==> src/rtl/cache_adapter_pkg.sv <==
// Shared widths, beat indexing and FSM state encoding for the cache line adapter.
// Latency: n/a (types and constants only).
// Backpressure: n/a.
package cache_adapter_pkg;

    localparam int S_LINE     = 256;
    localparam int S_BURST    = 64;
    localparam int BEATS      = S_LINE / S_BURST;
    localparam int BEAT_IDX_W = 2;

    // Byte offset within a 32-byte line; cleared on the burst address.
    localparam logic [31:0] LINE_OFS_MASK = 32'h0000_001F;

    typedef enum logic [1:0] {
        IDLE  = 2'd0,
        READ  = 2'd1,
        WRITE = 2'd2,
        DONE  = 2'd3
    } state_t;

endpackage

==> src/rtl/adapter_line_buffer.sv <==
// 256-bit line register: full-line load, beat-indexed 64-bit write and 64-bit read mux.
// Latency: writes visible the cycle after the edge; read mux is combinational.
// Backpressure: none, load takes priority over a beat write in the same cycle.
module adapter_line_buffer
    import cache_adapter_pkg::*;
(
    input  logic                  clk,
    input  logic                  reset_n,
    input  logic                  load_en,
    input  logic [S_LINE-1:0]     load_line,
    input  logic                  beat_we,
    input  logic [BEAT_IDX_W-1:0] beat_idx,
    input  logic [S_BURST-1:0]    beat_wdata,
    output logic [S_BURST-1:0]    beat_rdata,
    output logic [S_LINE-1:0]     line
);

    always_ff @(posedge clk) begin
        if (!reset_n) begin
            line <= '0;
        end else if (load_en) begin
            line <= load_line;
        end else if (beat_we) begin
            line[int'(beat_idx) * S_BURST +: S_BURST] <= beat_wdata;
        end
    end

    assign beat_rdata = line[int'(beat_idx) * S_BURST +: S_BURST];

endmodule

==> src/rtl/cacheline_adapter.sv <==
// Turns one 256-bit cache line read/write into a 4-beat 64-bit memory burst; optional counters under CACHELINE_ADAPTER_PERF_EN.
// Latency: request sampled at edge 0, pmem_resp pulses in cycle 5 plus one cycle per burst gap.
// Backpressure: burst_resp=0 stalls the current beat indefinitely; the cache holds its request until pmem_resp.
module cacheline_adapter
    import cache_adapter_pkg::*;
(
    input  logic                clk,
    input  logic                reset_n,
    input  logic                pmem_read,
    input  logic                pmem_write,
    input  logic [31:0]         pmem_address,
    input  logic [S_LINE-1:0]   pmem_wdata,
    output logic [S_LINE-1:0]   pmem_rdata,
    output logic                pmem_resp,
    output logic [31:0]         burst_address,
    output logic                burst_read,
    output logic                burst_write,
    output logic [S_BURST-1:0]  burst_wdata,
    input  logic [S_BURST-1:0]  burst_rdata,
    input  logic                burst_resp
`ifdef CACHELINE_ADAPTER_PERF_EN
    ,
    output logic [31:0]         perf_reads,
    output logic [31:0]         perf_writes,
    output logic [31:0]         perf_wait
`endif
);

    state_t                state;
    logic [BEAT_IDX_W-1:0] cnt;
    logic                  last_beat;
    logic [S_BURST-1:0]    wr_beat;
    logic [S_BURST-1:0]    rd_beat_unused;
    logic [S_LINE-1:0]     wr_line_unused;

    assign last_beat = burst_resp && (cnt == BEAT_IDX_W'(BEATS - 1));

    // Separate fill and writeback buffers so pmem_rdata survives an intervening write.
    adapter_line_buffer u_rd_buf (
        .clk        (clk),
        .reset_n    (reset_n),
        .load_en    (1'b0),
        .load_line  ('0),
        .beat_we    ((state == READ) && burst_resp),
        .beat_idx   (cnt),
        .beat_wdata (burst_rdata),
        .beat_rdata (rd_beat_unused),
        .line       (pmem_rdata)
    );

    adapter_line_buffer u_wr_buf (
        .clk        (clk),
        .reset_n    (reset_n),
        .load_en    ((state == IDLE) && pmem_write),
        .load_line  (pmem_wdata),
        .beat_we    (1'b0),
        .beat_idx   (cnt),
        .beat_wdata ('0),
        .beat_rdata (wr_beat),
        .line       (wr_line_unused)
    );

    always_ff @(posedge clk) begin
        if (!reset_n) begin
            state         <= IDLE;
            cnt           <= '0;
            burst_address <= '0;
        end else begin
            case (state)
                IDLE: begin
                    // Dirty writeback must precede the fill when both are requested.
                    if (pmem_write) begin
                        burst_address <= pmem_address & ~LINE_OFS_MASK;
                        cnt           <= '0;
                        state         <= WRITE;
                    end else if (pmem_read) begin
                        burst_address <= pmem_address & ~LINE_OFS_MASK;
                        cnt           <= '0;
                        state         <= READ;
                    end
                end
                READ, WRITE: begin
                    if (burst_resp) begin
                        cnt <= cnt + BEAT_IDX_W'(1);
                    end
                    if (last_beat) begin
                        state <= DONE;
                    end
                end
                DONE:    state <= IDLE;
                default: state <= IDLE;
            endcase
        end
    end

    assign pmem_resp   = (state == DONE);
    assign burst_read  = (state == READ);
    assign burst_write = (state == WRITE);
    assign burst_wdata = (state == WRITE) ? wr_beat : '0;

`ifdef CACHELINE_ADAPTER_PERF_EN
    always_ff @(posedge clk) begin
        if (!reset_n) begin
            perf_reads  <= '0;
            perf_writes <= '0;
            perf_wait   <= '0;
        end else begin
            if ((state == READ) && last_beat && (perf_reads != 32'hFFFF_FFFF)) begin
                perf_reads <= perf_reads + 32'd1;
            end
            if ((state == WRITE) && last_beat && (perf_writes != 32'hFFFF_FFFF)) begin
                perf_writes <= perf_writes + 32'd1;
            end
            if (((state == READ) || (state == WRITE)) && !burst_resp
                    && (perf_wait != 32'hFFFF_FFFF)) begin
                perf_wait <= perf_wait + 32'd1;
            end
        end
    end
`endif

endmodule

==> config.mk <==
export PLATFORM = sky130hd
export DESIGN_NAME = cacheline_adapter
export DESIGN_NICKNAME = d
export VERILOG_FILES = /design/src/rtl/cache_adapter_pkg.sv /design/src/rtl/adapter_line_buffer.sv /design/src/rtl/cacheline_adapter.sv
export SDC_FILE = /design/constraint.sdc
export NUM_CORES = 1
export LEC_CHECK = 0
export CAP_MARGIN = 5
export CORE_AREA = 2 2 276 278
export CTS_BUF_LIST = sky130_fd_sc_hd__clkbuf_8
export CTS_CLUSTER_DIAMETER = 50
export CTS_CLUSTER_SIZE = 20
export DETAILED_ROUTE_END_ITERATION = 10
export DIE_AREA = 0 0 278 280
export MAX_ROUTING_LAYER = met4
export PLACE_DENSITY = 0.7
export SLEW_MARGIN = 10
export SYNTH_ARGS = -nofsm -noshare
export SYNTH_HDL_FRONTEND = slang
export SYNTH_HIERARCHICAL = 1
export SYNTH_SLANG_ARGS = --single-unit
==> constraint.sdc <==
create_clock -name clk -period 2.8 [get_ports clk]
set_clock_uncertainty 0.05 [all_clocks]
set_input_delay 0.28 -clock clk [delete_from_list [all_inputs] [get_ports clk]]
set_output_delay 0.28 -clock clk [all_outputs]
set_load 0.03 [all_outputs]
==> impl_metrics.tcl <==
set metrics [dict create \
    status "complete, but fails checks" \
    failed_checks "slew limit" \
    firstDrtPassIters 6 \
    routed_via_density 5.32 \
    die_height_um 280 \
    setup_violations 0 \
    critPathKind "reg2out" \
    hold_slack_ps 124 \
    clk_path_buf_depth 3 \
    syn-cell-area_um2 26100 \
    ir_drop_mv 0.534 \
    htreeDepth 3 \
    instances_no_fill 4819 \
    vias 25600 \
    clk_transition_reported_paths_ps 80 \
    cts_sinks 543 \
    port_buffers 701 \
    fin_ws_ps 84.9 \
    root_buffer "clkbuf_8" \
    p_leak_nw 13.6 \
    initial_core_util_pct 34.8 \
    cp.required_ps 2470 \
    fillers 7084 \
    die_x_um 278 \
    rsz0062_at_grt "true" \
    power.density_nw_per_um2 694 \
    ys.warnings.count 6 \
    cp.arrival_ps 2390 \
    rows 101 \
    hold_class "in2reg" \
    grt_pass1_vias 24400 \
    period_minus_slack_ps 2720 \
    cap_violations 0 \
    cts_tree "built" \
    drt-total-wl_um 104000 \
    multi_input_area_um2 15500 \
    core_um2 75200 \
    grt_max_degree 263 \
    boundaryPins 712 \
    finalNetCount 4119 \
    tightest_slew_ps 6160 \
    reg2reg_to "u_wr_buf/line[181]" \
    drv_slew 259 \
    fin_crit_sh_pct 97.0 \
    worstHoldStart "pmem_address[18]" \
    regToRegStartpoint "state[0]" \
    pre_cts_ws_ps 104 \
    fp.dieArea_um2 77800 \
    path_max_fanout 13 \
    grt-ovfl-total 0 \
    drive_gt1_share_pct 10.5 \
    antenna_found_initial 39 \
    netlist_instances 2686 \
    dp_cells 4637 \
    r2r_setup_slack_ps 260 \
    clk_latency_ps 640 \
    rr_worst_depth 7 \
    grt_use_total_pct 26.2 \
    setup_tns_ps 0 \
    dpl.hpwl_um 67000 \
    layout_commonest_cell "clkdlybuf4s50_1" \
    clock.fmax_mhz 368 \
    remaining_drc_errors 0 \
    seq_area_um2 10900 \
    tritoncts.num_buffers 71 \
    start_kind "flop" \
    grt_pass1_wl_um 154000 \
    area_growth_pct 43.0 \
    relSlewSlack_pct -311 \
    end_kind "output port" \
    drt-wirelength-per-cell_um 21.5 \
    hold_violations 0 \
    ant_nets 0 \
    whs_path_depth 3 \
    worstHoldEndpoint "burst_address[18]" \
    drt_iter0_markers 2169 \
    place.gp.congestion 0.871 \
    synth.avg_cell_area_um2 9.73 \
    total_power_w 0.0260 \
    mostFrequentLayoutCells "635 x clkdlybuf4s50_1, 541 x dfxtp_1, 520 x conb_1" \
]
## critical path, cell delays in order, from the launching register on
cell and delay [ps]:
dfxtp_4 370, buf_12 170, buf_16 190, mux4_2 500, and2_1 170, clkdlybuf4s15_1 330
## area by class of cell
type,count,area share [%]
Inverter,8,0.0803
Timing Repair Buffer,796,21.6
Tap cell,978,3.27
Clock inverter,52,1.55
Clock buffer,76,2.80
Sequential cell,543,29.1
Antenna cell,40,0.268
Multi-Input combinational cell,2326,41.4
## metrics by stage
stage	instance area (µm²)	util (%)
2_1_floorplan	28100	-
3_3_place_gp	35600	47.3
3_5_place_dp	35600	47.3
4_1_cts	37300	49.7
5_1_grt	37400	49.7
6_report	37400	49.7
## timing repair
action | 4_1_cts | 5_1_grt
hold buffers | 1 | 0
setup endpoints to repair | 65 | 28
cloned | 1 | 0
gates resized for setup | 116 | 46
hold endpoints to repair | 32 | 0
setup buffers | 9 | 3
## state kept, by name (all words and copies together), names as in the netlist
| signal | flops |
|---|---|
| burst_address | 27 |
| cnt | 2 |
| state | 2 |
| u_rd_buf/line | 256 |
| u_wr_buf/line | 256 |
## how the worst max path moves through the flow
stage / end / cells after the start / from / slack, ps
after floorplan: burst_wdata[10] / 4 / cnt[0] / 690
after global placement: burst_wdata[59] / 4 / cnt[0] / 110
after detailed placement: burst_wdata[60] / 4 / cnt[0] / 100
after CTS: burst_wdata[59] / 5 / cnt[0] / -100
after global routing: burst_wdata[0] / 6 / cnt[0] / -10
final: burst_wdata[16] / 5 / cnt[0] / 80
## report_power, final
group / switching (W) / internal [W] / total, W
Sequential: 0.000636 / 0.00875 / 0.00938
Combinational: 0.00586 / 0.00376 / 0.00962
Clock: 0.00347 / 0.00349 / 0.00696
## per-layer routing
layer,GRT usage [%],wire length [µm],vias to the layer above
li1,-,-,12000
met1,31.1,40600,12300
met2,40.6,48600,1179
met3,7.62,10000,196
met4,12.7,4460,0
met5,-,0,-
(Power assumes the default switching activity.)
